$ cat config.mk
export PLATFORM = sky130hd
export DESIGN_NAME = imem_loader
export DESIGN_NICKNAME = d
export VERILOG_FILES = /design/src/rtl/imem_loader_pkg.sv /design/src/rtl/imem_word_packer.sv /design/src/rtl/imem_loader.sv
export SDC_FILE = /design/constraint.sdc
export NUM_CORES = 1
export LEC_CHECK = 0
export BUFFER_PORTS_ARGS = -buffer_cell sky130_fd_sc_hd__buf_2
export CAP_MARGIN = 15
export CORE_MARGIN = 2
export CORE_UTILIZATION = 59
export CTS_CLUSTER_DIAMETER = 120
export DETAILED_ROUTE_END_ITERATION = 10
export MAX_ROUTING_LAYER = met4
export PLACE_DENSITY = 0.87
export RECOVER_POWER = 25
export SYNTH_ARGS = -nofsm -noshare
export SYNTH_HDL_FRONTEND = slang
export SYNTH_SLANG_ARGS = --single-unit
$ cat constraint.sdc
create_clock -name i_clk -period 3.35 [get_ports i_clk]
set_input_delay 0.5025 -clock i_clk [delete_from_list [all_inputs] [get_ports i_clk]]
set_output_delay 0.5025 -clock i_clk [all_outputs]
set_load 0.02 [all_outputs]
$ cat src/rtl/imem_loader_pkg.sv
// imem_loader_pkg: shared constants, frame field lengths and FSM state type for the boot loader
package imem_loader_pkg;
    localparam logic [7:0] SYNC_BYTE = 8'hA5;
    localparam int ADDR_LEN = 4;
    localparam int CNT_LEN = 2;
    typedef enum logic [2:0] {
        S_IDLE,
        S_ADDR,
        S_CNT,
        S_DATA,
        S_CSUM,
        S_DONE
    } state_t;
endpackage

$ cat src/rtl/imem_word_packer.sv
// imem_word_packer: shifts bytes in MSB first and flags the byte that completes a 32-bit word
module imem_word_packer (
    input  logic        i_clk,
    input  logic        i_rst,
    input  logic        i_clear,
    input  logic        i_push,
    input  logic [7:0]  i_byte,
    output logic [31:0] o_word,
    output logic        o_full
);
    logic [23:0] r_word;
    logic [1:0]  r_cnt;
    assign o_word = {r_word, i_byte};
    assign o_full = i_push && (r_cnt == 2'd3);
    // accumulate the first three bytes; the fourth is merged combinationally into o_word
    always_ff @(posedge i_clk) begin
        if (i_rst || i_clear) begin
            r_word <= '0;
            r_cnt  <= '0;
        end else if (i_push) begin
            r_word <= {r_word[15:0], i_byte};
            r_cnt  <= r_cnt + 2'd1;
        end
    end
endmodule

$ cat src/rtl/imem_loader.sv
// imem_loader: framed byte-stream boot loader writing big-endian words to instruction memory; IMEM_LOADER_CHECKSUM_EN adds a trailing checksum byte
module imem_loader
    import imem_loader_pkg::*;
#(
    parameter int unsigned MEM_BYTES = 65536
) (
    input  logic        i_clk,
    input  logic        i_rst,
    input  logic        i_in_valid,
    output logic        o_in_ready,
    input  logic [7:0]  i_in_data,
    output logic        o_mem_we,
    output logic [31:0] o_mem_addr,
    output logic [31:0] o_mem_wdata,
    output logic        o_cpu_hold,
    output logic        o_busy,
    output logic        o_done,
    output logic        o_err_range,
    output logic        o_err_csum
);
`ifdef IMEM_LOADER_CHECKSUM_EN
    localparam state_t TAIL = S_CSUM;
`else
    localparam state_t TAIL = S_DONE;
`endif
    state_t      r_state;
    logic [1:0]  r_byte_cnt;
    logic [31:0] r_base;
    logic [15:0] r_count;
    logic [15:0] r_idx;
    logic        r_mem_we;
    logic [31:0] r_mem_addr;
    logic [31:0] r_mem_wdata;
    logic        r_cpu_hold;
    logic        r_done;
    logic        r_err_range;
`ifdef IMEM_LOADER_CHECKSUM_EN
    logic [7:0]  r_sum;
    logic        r_err_csum;
`endif
    logic        w_accept;
    logic        w_sync;
    logic        w_push;
    logic        w_full;
    logic        w_last_word;
    logic        w_out_range;
    logic [31:0] w_word;
    logic [31:0] w_addr;
    logic [15:0] w_count;

    assign w_accept    = i_in_valid && o_in_ready;
    assign w_sync      = w_accept && (r_state == S_IDLE) && (i_in_data == SYNC_BYTE);
    assign w_push      = w_accept && (r_state == S_DATA);
    assign w_addr      = r_base + {14'd0, r_idx, 2'b00};
    assign w_out_range = ({1'b0, w_addr} + 33'd3) >= 33'(MEM_BYTES);
    assign w_last_word = r_idx == (r_count - 16'd1);
    assign w_count     = {r_count[7:0], i_in_data};

    imem_word_packer u_packer (
        .i_clk   (i_clk),
        .i_rst   (i_rst),
        .i_clear (w_sync),
        .i_push  (w_push),
        .i_byte  (i_in_data),
        .o_word  (w_word),
        .o_full  (w_full)
    );

    // frame parser: header collection, word writes with range suppression, completion pulse
    always_ff @(posedge i_clk) begin
        if (i_rst) begin
            r_state     <= S_IDLE;
            r_byte_cnt  <= '0;
            r_base      <= '0;
            r_count     <= '0;
            r_idx       <= '0;
            r_mem_we    <= 1'b0;
            r_mem_addr  <= '0;
            r_mem_wdata <= '0;
            r_cpu_hold  <= 1'b0;
            r_done      <= 1'b0;
            r_err_range <= 1'b0;
`ifdef IMEM_LOADER_CHECKSUM_EN
            r_sum       <= '0;
            r_err_csum  <= 1'b0;
`endif
        end else begin
            r_mem_we <= 1'b0;
            r_done   <= 1'b0;
            case (r_state)
                S_IDLE: if (w_sync) begin
                    r_state     <= S_ADDR;
                    r_byte_cnt  <= '0;
                    r_cpu_hold  <= 1'b1;
                    r_err_range <= 1'b0;
`ifdef IMEM_LOADER_CHECKSUM_EN
                    r_sum       <= '0;
                    r_err_csum  <= 1'b0;
`endif
                end
                S_ADDR: if (w_accept) begin
`ifdef IMEM_LOADER_CHECKSUM_EN
                    r_sum <= r_sum + i_in_data;
`endif
                    if (r_byte_cnt == 2'(ADDR_LEN - 1)) begin
                        r_base     <= {r_base[23:0], i_in_data[7:2], 2'b00};
                        r_byte_cnt <= '0;
                        r_state    <= S_CNT;
                    end else begin
                        r_base     <= {r_base[23:0], i_in_data};
                        r_byte_cnt <= r_byte_cnt + 2'd1;
                    end
                end
                S_CNT: if (w_accept) begin
`ifdef IMEM_LOADER_CHECKSUM_EN
                    r_sum <= r_sum + i_in_data;
`endif
                    r_count <= w_count;
                    if (r_byte_cnt == 2'(CNT_LEN - 1)) begin
                        r_byte_cnt <= '0;
                        r_idx      <= '0;
                        r_state    <= (w_count == 16'd0) ? TAIL : S_DATA;
                        r_done     <= (w_count == 16'd0) && (TAIL == S_DONE);
                    end else begin
                        r_byte_cnt <= r_byte_cnt + 2'd1;
                    end
                end
                S_DATA: if (w_accept) begin
`ifdef IMEM_LOADER_CHECKSUM_EN
                    r_sum <= r_sum + i_in_data;
`endif
                    if (w_full) begin
                        r_mem_addr  <= w_addr;
                        r_mem_wdata <= w_word;
                        r_mem_we    <= !w_out_range;
                        r_err_range <= r_err_range || w_out_range;
                        r_idx       <= r_idx + 16'd1;
                        if (w_last_word) begin
                            r_state <= TAIL;
                            r_done  <= TAIL == S_DONE;
                        end
                    end
                end
`ifdef IMEM_LOADER_CHECKSUM_EN
                S_CSUM: if (w_accept) begin
                    r_err_csum <= r_err_csum || (8'(r_sum + i_in_data) != 8'd0);
                    r_state    <= S_DONE;
                    r_done     <= 1'b1;
                end
`endif
                S_DONE: begin
                    r_state    <= S_IDLE;
                    r_cpu_hold <= 1'b0;
                end
                default: r_state <= S_IDLE;
            endcase
        end
    end

    assign o_in_ready  = r_state != S_DONE;
    assign o_busy      = r_state != S_IDLE;
    assign o_mem_we    = r_mem_we;
    assign o_mem_addr  = r_mem_addr;
    assign o_mem_wdata = r_mem_wdata;
    assign o_cpu_hold  = r_cpu_hold;
    assign o_done      = r_done;
    assign o_err_range = r_err_range;
`ifdef IMEM_LOADER_CHECKSUM_EN
    assign o_err_csum  = r_err_csum;
`else
    assign o_err_csum  = 1'b0;
`endif
endmodule

; Yosys cells after proc, flatten, opt, wreduce, memory -nomap -nowiden
; Cells that the tools add are included.
[word_totals]
word_cells = 99
ff_bits = 163
output_inout_bits = 71
[op_classes]
mux = 34
addsub = 6
reduce_logical = 24
n_eq_ne = 18
order_cmp = 1
bitwise = 3
[op_table]
columns = operator, n
row1 = 2-to-1 mux 16 bit, 4
row2 = "adder 32 x 2 -> 33 bit, second input constant", 1
row3 = "greater-or-equal comparator 33 x 17 -> 1 bit, second input constant", 1
row4 = adder 32 x 18 -> 32 bit, 1
row5 = case mux 16 bit (2 select lines), 1
row6 = 2-to-1 mux 3 bit, 9
row7 = "adder 16 x 1 -> 16 bit, second input constant", 1
row8 = == test 16 bit, 1
row9 = logical NOT 16 bit, 1
row10 = "subtractor 16 x 1 -> 16 bit, second input constant", 1
row11 = 2-to-1 mux 2 bit, 6
row12 = "inequality test 2 bit, second input constant", 6
row13 = case mux 3 bit (4 select lines), 1
row14 = 2-to-1 mux 1 bit, 9
row15 = "== test 8 bit, second input constant", 1
row16 = AND reduction 4 bit, 2
row17 = AND reduction 8 bit, 1
row18 = "== test 3 x 2 -> 1 bit, second input constant", 2
row19 = case mux 1 bit (2 select lines), 3
row20 = case mux 2 bit (3 select lines), 1
row21 = AND reduction 2 bit, 3
row22 = nonzero test 2 bit, 3
row23 = nonzero test 3 bit, 2
row24 = logical AND 1 bit, 5
row25 = other kinds (14), 20

; Depth between registers and ports, before layout
; Gate-level depths: netlist (run 1).
[depth]
word_depth = 7
mapped_depth = 10
mapped_depth_nobuf = 10

; Hierarchy
; A second synthesis (run 1) with hierarchy kept.
[hier_totals]
cells_unflattened = 1006
area_unflattened_um2 = 8060.2
[modules_own_cells]
columns = mod, cells_each, area_each_um2, instances
row1 = imem_loader, 911, 7020.5, 1
row2 = imem_word_packer, 95, 1039.7, 1

; Worst setup path before layout (run 1)
; No wires, ideal clock.
[synth_path]
path_type = reg-to-reg
startpoint = reg r_count[0]
endpoint = reg r_state[0]
path_stages_with_launch = 11
arrival_time_ps = 2743
path_buffers = 0
t_required_ps = 3280
setup_ps = 70
setup_slack_ps = 536
path_cell_list = dfxtp_1 -> inv_1 -> ha_1 -> or3b_1 -> nor4_2 -> nand4b_1 -> xnor2_1 -> a2111oi_0 -> a31oi_1 -> or4_1 -> a21oi_1
[synth_via]
elab_chain_cells = 4
[synth_rtl]
columns = item, line
row1 = start: declaration, imem_loader.sv:29  ; logic [15:0] r_count;
row2 = start signal: assignment, imem_loader.sv:118  ; r_count <= w_count;
row3 = subtractor 16 x 1 -> 16 bit, imem_loader.sv:56  ; assign w_last_word = r_idx == (r_count - 16'd1);
row4 = == test 16 bit, imem_loader.sv:56
row5 = inequality test 2 bit (no line), --
row6 = AND reduction 8 bit (no line), --
row7 = end signal: assignment, imem_loader.sv:122  ; r_state <= (w_count == 16'd0) ? TAIL : S_DATA;
row8 = end: declaration, imem_loader.sv:26  ; state_t r_state;
; Every way passes these cells.
; A chain may end at the register's enable or synchronous reset.

; Worst setup path in the final report (run 1)
[layout_path]
startpoint = reg r_idx[1]
endpoint = reg r_mem_we, in the netlist o_mem_we
[layout_via]
elab_chain_cells = 4
[layout_rtl]
columns = item, line
row1 = start: declaration, imem_loader.sv:30  ; logic [15:0] r_idx;
row2 = start signal: assignment, imem_loader.sv:137  ; r_idx <= r_idx + 16'd1;
row3 = adder 32 x 18 -> 32 bit, imem_loader.sv:54  ; assign w_addr = r_base + {14'd0, r_idx, 2'b00};
row4 = adder 32 x 2 -> 33 bit, imem_loader.sv:55  ; assign w_out_range = ({1'b0, w_addr} + 33'd3) >= 33'(MEM_BYTES);
row5 = greater-or-equal comparator 33 x 17 -> 1 bit, imem_loader.sv:55
row6 = logical NOT 1 bit, imem_loader.sv:135  ; r_mem_we <= !w_out_range;
row7 = end signal: assignment, imem_loader.sv:135
row8 = end: declaration, imem_loader.sv:31  ; logic r_mem_we;
; Every way passes these cells.

==> results.toml, run 1 <==
[outcome]
status = "complete, no violations"

[sta]
rsz0062_at_grt = "no"
setup_tns_ps = 0
min_period_over_period = 0.926
drv_slew = 0
setup_viol = 0
finalHoldViolations = 0
fmax_mhz = 323
skew_ps = 8.65
fin_crit_ps = 3100
tightest_slew_ps = 850
slew_headroom = 0.432

[global_routing]
grt_max_degree = 77
grt-ovfl-total = 0
grt-busiest-layer = "met2"
globalRouteMet2Util = 0.461
grt_pass1_vias = 6573
antenna_found_initial = 0
track_usage = 0.290
grt_pass1_wl_um = 32800
use_met3 = 0.0547
grtUsageMet1 = 0.382

[die]
pin_count = 82
start_util = 0.601
num_rows = 42
die_h_um = 120
core_area_um2 = 13100
dieArea_um2 = 14300
dieWidth_um = 120

[job]
cap_violations = 0

[yosys]
synthSimpleGateAreaFrac = 0.257
synth_edf_count = 0
yosys-top-cells-area = "dfxtp_1 (41%), nand2_1 (13%), a21oi_1 (9.6%)"
syn-num-nets = 1054
syn_inst = 1020
synthArstFlopShare = 0
synth_ff_type = "dfxtp_1"
synth_top_family_by_area = "simple AND/OR/NAND/NOR gates"
synth_top_area_share = 0.414
synth_xor_area_frac = 0.0644
yosys-mux-area-fraction = 0.00650
synth-seq-cells = 163
yosysWarnings = 0
synth.most_common_cell = "nand2_1"
synth_commonest_cells = "nand2_1 (270), dfxtp_1 (163), a21oi_1 (151), clkbuf_1 (57), nor2_1 (51)"
synth.cell_area_um2 = 7890
synth_fa_ha_area_frac = 0.0374
yosysSeqAreaShare = 0.414
synth.distinct_cells = 63
synth-compound-area-share = 0.180
synth_area_per_cell_um2 = 7.74
yosysTopAreaCell = "dfxtp_1"

[layout]
antennaDiodeCount = 0
seqCellArea_um2 = 3260
multi_input_area_um2 = 4320
synthToLayoutAreaGrowth_pct = 12.8
stdcell_area_um2 = 8900
nFillCells = 1113
drive_above_1_share = 0.0761
fin_nets = 1099

[detailed_routing]
routed_wl_um = 19900
antenna_left = 0
remaining_drc_errors = 0
routed_via_density = 5.86
wl_per_cell_um = 15.9
num_vias = 7352
first_iter_violations = 765
firstDrtPassIters = 7

[setup_path]
crit_start = "r_idx[1]"
regToRegStartpoint = "r_idx[1]"
required_ps = 3690
cp_max_fo = 6
startpoint_type = "register"
crit_end = "o_mem_we"
r2r_end = "o_mem_we"
cp.arrival_ps = 3440
worst_setup_path_end_kind = "register"
r2r_slack_ps = 250
r2r_cells = 9
path_class = "register to register"

[cts]
ctsHoldBuffers = 0
cts_root_buf = "clkbuf_16"
cts_resized = 0
clk_path_buf_depth = 2
cts_buffers = 17
clk_pin_slew_ps = 60
cts_tree = "built"
cts_setup_buffers = 0
ctsHtreeMaxLevel = 4
clock_latency_ps = 430
cts.sinks = 163

[power]
power_density_nw_per_um2 = 518
p_leak_nw = 3.10
vdd_drop_max_uv = 506
p_total_mw = 4.62

[place]
port-buffer-count = 80
place_area_um2 = 8360
gp_congestion = 0.954
dp_hpwl_um = 13500

[worst_hold_path]
hold_class = "input pin to register"
## sequential cells by signal (all words and copies together) (netlist names)
signal           count
r_state              3
r_base              32
r_count             16
r_byte_cnt           2
o_err_range          1
u_packer.r_cnt       2
r_idx               16
o_mem_addr          32
o_cpu_hold           1
u_packer.r_word     24
o_mem_we             1
o_done               1
o_mem_wdata         32
## cell families after synthesis
group           after synthesis
mux                           5
compound gates              241
flops                       163
other cells                   1
buf+inv                      81
xor+xnor                     58
simple gates                448
fa+ha+maj                    23
## critical path, cell delays in order, from the launching register on
cell and delay [ps]:
dfxtp_1 470, ha_1 300, a211oi_1 310, o21ai_0 230, a32o_1 320, or3_1 330
and3_1 170, and4_1 180, nor4_1 400, nor4bb_1 300
## routing by layer
layer / wire [um] / vias up
li1: - / 3608
met1: 8850 / 3449
met2: 9560 / 262
met3: 1200 / 33
met4: 330 / 0
met5: 0 / -
## power breakdown
group / internal (mW) / switching [mW]
Sequential: 1.98 / 0.0653
Combinational: 0.216 / 0.335
Clock: 1.20 / 0.819
## placed cells by master, fill, tap and decap left out, types with 22 or more instances in the layout
cell type,n
clkbuf_1,59
xor2_1,22
a21oi_1,151
nand2_1,269
ha_1,22
nand3_1,25
a211oi_1,22
nor2_1,51
xnor2_1,36
dfxtp_1,163
## worst min path at each step
stage,endpoint,startpoint,slack (ps),cells past startpoint
2_1_floorplan,o_mem_wdata[24],u_packer.r_word[16],430,2
3_3_place_gp,o_mem_wdata[28],o_mem_wdata[28],440,2
3_5_place_dp,o_mem_wdata[8],o_mem_wdata[8],440,2
4_1_cts,u_packer.r_word[1],i_in_data[1],360,3
5_1_grt,u_packer.r_word[4],i_in_data[4],380,3
6_report,o_mem_wdata[1],i_in_data[1],380,3
## per-stage QoR
stage,util,hold slack [ps],instances,worst slack [ps]
5_1_grt,0.678,382,1254,73.3
6_report,0.678,377,1254,249
4_1_cts,0.683,365,1254,287
3_3_place_gp,0.636,439,1222,357
2_1_floorplan,-,432,1020,536
3_5_place_dp,0.636,443,1222,300
## area by class of cell
class	instances	area share
sequential	163	0.366
multi-input combinational	776	0.486
clock buffer	19	0.0497
tap	176	0.0247
inverter	14	0.00590
timing repair buffer	93	0.0481
clock inverter	13	0.0194
(Power assumes the default switching activity.)
==> run 2: changes to the inputs <==
BUFFER_PORTS_ARGS = default   (was -buffer_cell sky130_fd_sc_hd__buf_2)
CORE_UTILIZATION = 62   (was 59)
DONT_BUFFER_PORTS = 1   (was default)
PLACE_DENSITY = 0.85   (was 0.87)
==> results.toml, run 2 (synthesis results as in run 1) <==
[outcome]
status = "complete, no violations"

[die]
start_util = 0.630
num_rows = 41
dieArea_um2 = 13600
core_area_um2 = 12500
pin_count = 82
die_h_um = 117
dieWidth_um = 117

[cts]
cts_root_buf = "clkbuf_16"
ctsHtreeMaxLevel = 4
cts_setup_buffers = 0
clock_latency_ps = 440
clk_path_buf_depth = 2
ctsHoldBuffers = 0
cts_buffers = 17
clk_pin_slew_ps = 70
cts_tree = "built"
cts.sinks = 163

[worst_hold_path]
hold_class = "input pin to register"
hp-start = "i_rst"

[global_routing]
grtUsageMet1 = 0.367
grt_max_degree = 123
use_met3 = 0.0742
grt-busiest-layer = "met2"
grt_pass1_wl_um = 30000
track_usage = 0.289
grt-ovfl-total = 0
antenna_found_initial = 0
globalRouteMet2Util = 0.448
grt_pass1_vias = 6202

[setup_path]
required_ps = 3680
cp.arrival_ps = 3490
slowest_stage = "fa_1"
crit_start = "r_idx[0]"
startpoint_type = "register"
r2r_cells = 10
crit_end = "o_mem_we"
crit_path_max_incr_delay_ps = 410
r2r_end = "o_mem_we"
cp_max_fo = 6
path_cells = "ha_1 > fa_1 > nand3_1 > nand2_1 > a21oi_1 > o21ai_1 > a311oi_1 > o22ai_1 > nor4_1 > nor4bb_1"
r2r_slack_ps = 190
path_class = "register to register"
worst_setup_path_end_kind = "register"
regToRegStartpoint = "r_idx[0]"

[layout]
antennaDiodeCount = 0
final_common_cell = "nand2_1"
final_cell_mix = "nand2_1 (269), dfxtp_1 (162), a21oi_1 (151)"
drive_above_1_share = 0.0592
synthToLayoutAreaGrowth_pct = 8.21
stdcell_count = 1169
nFillCells = 1046
fin_util = 0.682
fin_nets = 1018

[detailed_routing]
routed_wl_um = 19200
firstDrtPassIters = 5
remaining_drc_errors = 0
num_vias = 6985
wl_per_cell_um = 16.4
antenna_left = 0
routed_via_density = 5.98
first_iter_violations = 614

[sta]
fmax_mhz = 316
tightest_slew_ps = 859
setup_viol = 0
fin_crit_ps = 3160
slew_headroom = 0.426
setup_tns_ps = 0
rsz0062_at_grt = "no"
min_period_over_period = 0.944
drv_slew = 0
skew_ps = 9.66
finalHoldViolations = 0

[place]
dp_hpwl_um = 12900
gp_congestion = 0.892
dp.cells = 1137
port-buffer-count = 0

[job]
cap_violations = 0

[power]
vdd_drop_max_uv = 383
power_density_nw_per_um2 = 526
p_leak_nw = 2.92
-- run 2: changes by cell type in the layout (fill, tap and decap cells not counted), moves of 2 or more --
cell,before,now
buf_2,21,0
clkinv_4,2,4
clkbuf_1,59,2
buf_4,14,12
-- run 2: final cells by class --
class	instances	area, um^2	area share
clock buffers	19	433	0.0507
repair buffers	12	90.1	0.0105
flip-flops and latches	163	3260	0.382
multi-input cells	776	4330	0.507
inverters	14	52.6	0.00615
clock inverters	13	151	0.0177
well taps	172	215	0.0252
-- run 2: critical path: cells and delay by family, from the launching register on --
kind | cells | cell delay, ps
AOI/OAI and AO/OA | 4 | 1030
and+or+nand+nor | 4 | 960
DFF | 1 | 390
adders and majority gates | 2 | 670
-- run 2: power by group --
part	total (mW)	leakage, nW	switching (mW)	internal (mW)
sequential	2.03	1.31	0.0570	1.98
clock	1.92	0.276	0.817	1.11
combinational	0.536	1.33	0.321	0.215
-- run 2: worst min-delay path by stage --
stage | to | depth (start not counted)
2_1_floorplan | o_mem_wdata[24] | 2
3_3_place_gp | o_mem_wdata[25] | 2
3_5_place_dp | o_mem_wdata[24] | 2
4_1_cts | r_count[2] | 1
5_1_grt | r_count[1] | 1
6_report | r_count[2] | 1
-- run 2: metal layers --
layer,vias up,part of all wire
met4,0,0.022
li1,3443,-
met5,-,0
met1,3221,0.43
met2,282,0.47
met3,39,0.076
-- run 2: stage by stage --
stage	power [mW]	instance area, um^2	worst slack (ps)	hold WS, ps
finish	4.49	8540	187	122
global route	4.65	8540	20.9	105
detailed placement	2.59	7950	220	438
CTS	4.49	8530	204	116
global placement	2.57	7950	383	434
floorplan	2.48	7890	536	432
-- run 2: what timing repair did --
action / 4_1_cts / 5_1_grt
hold endpoints to repair: 0 / 0
resized for setup: 0 / 2
endpoints found under the setup margin: 0 / 2
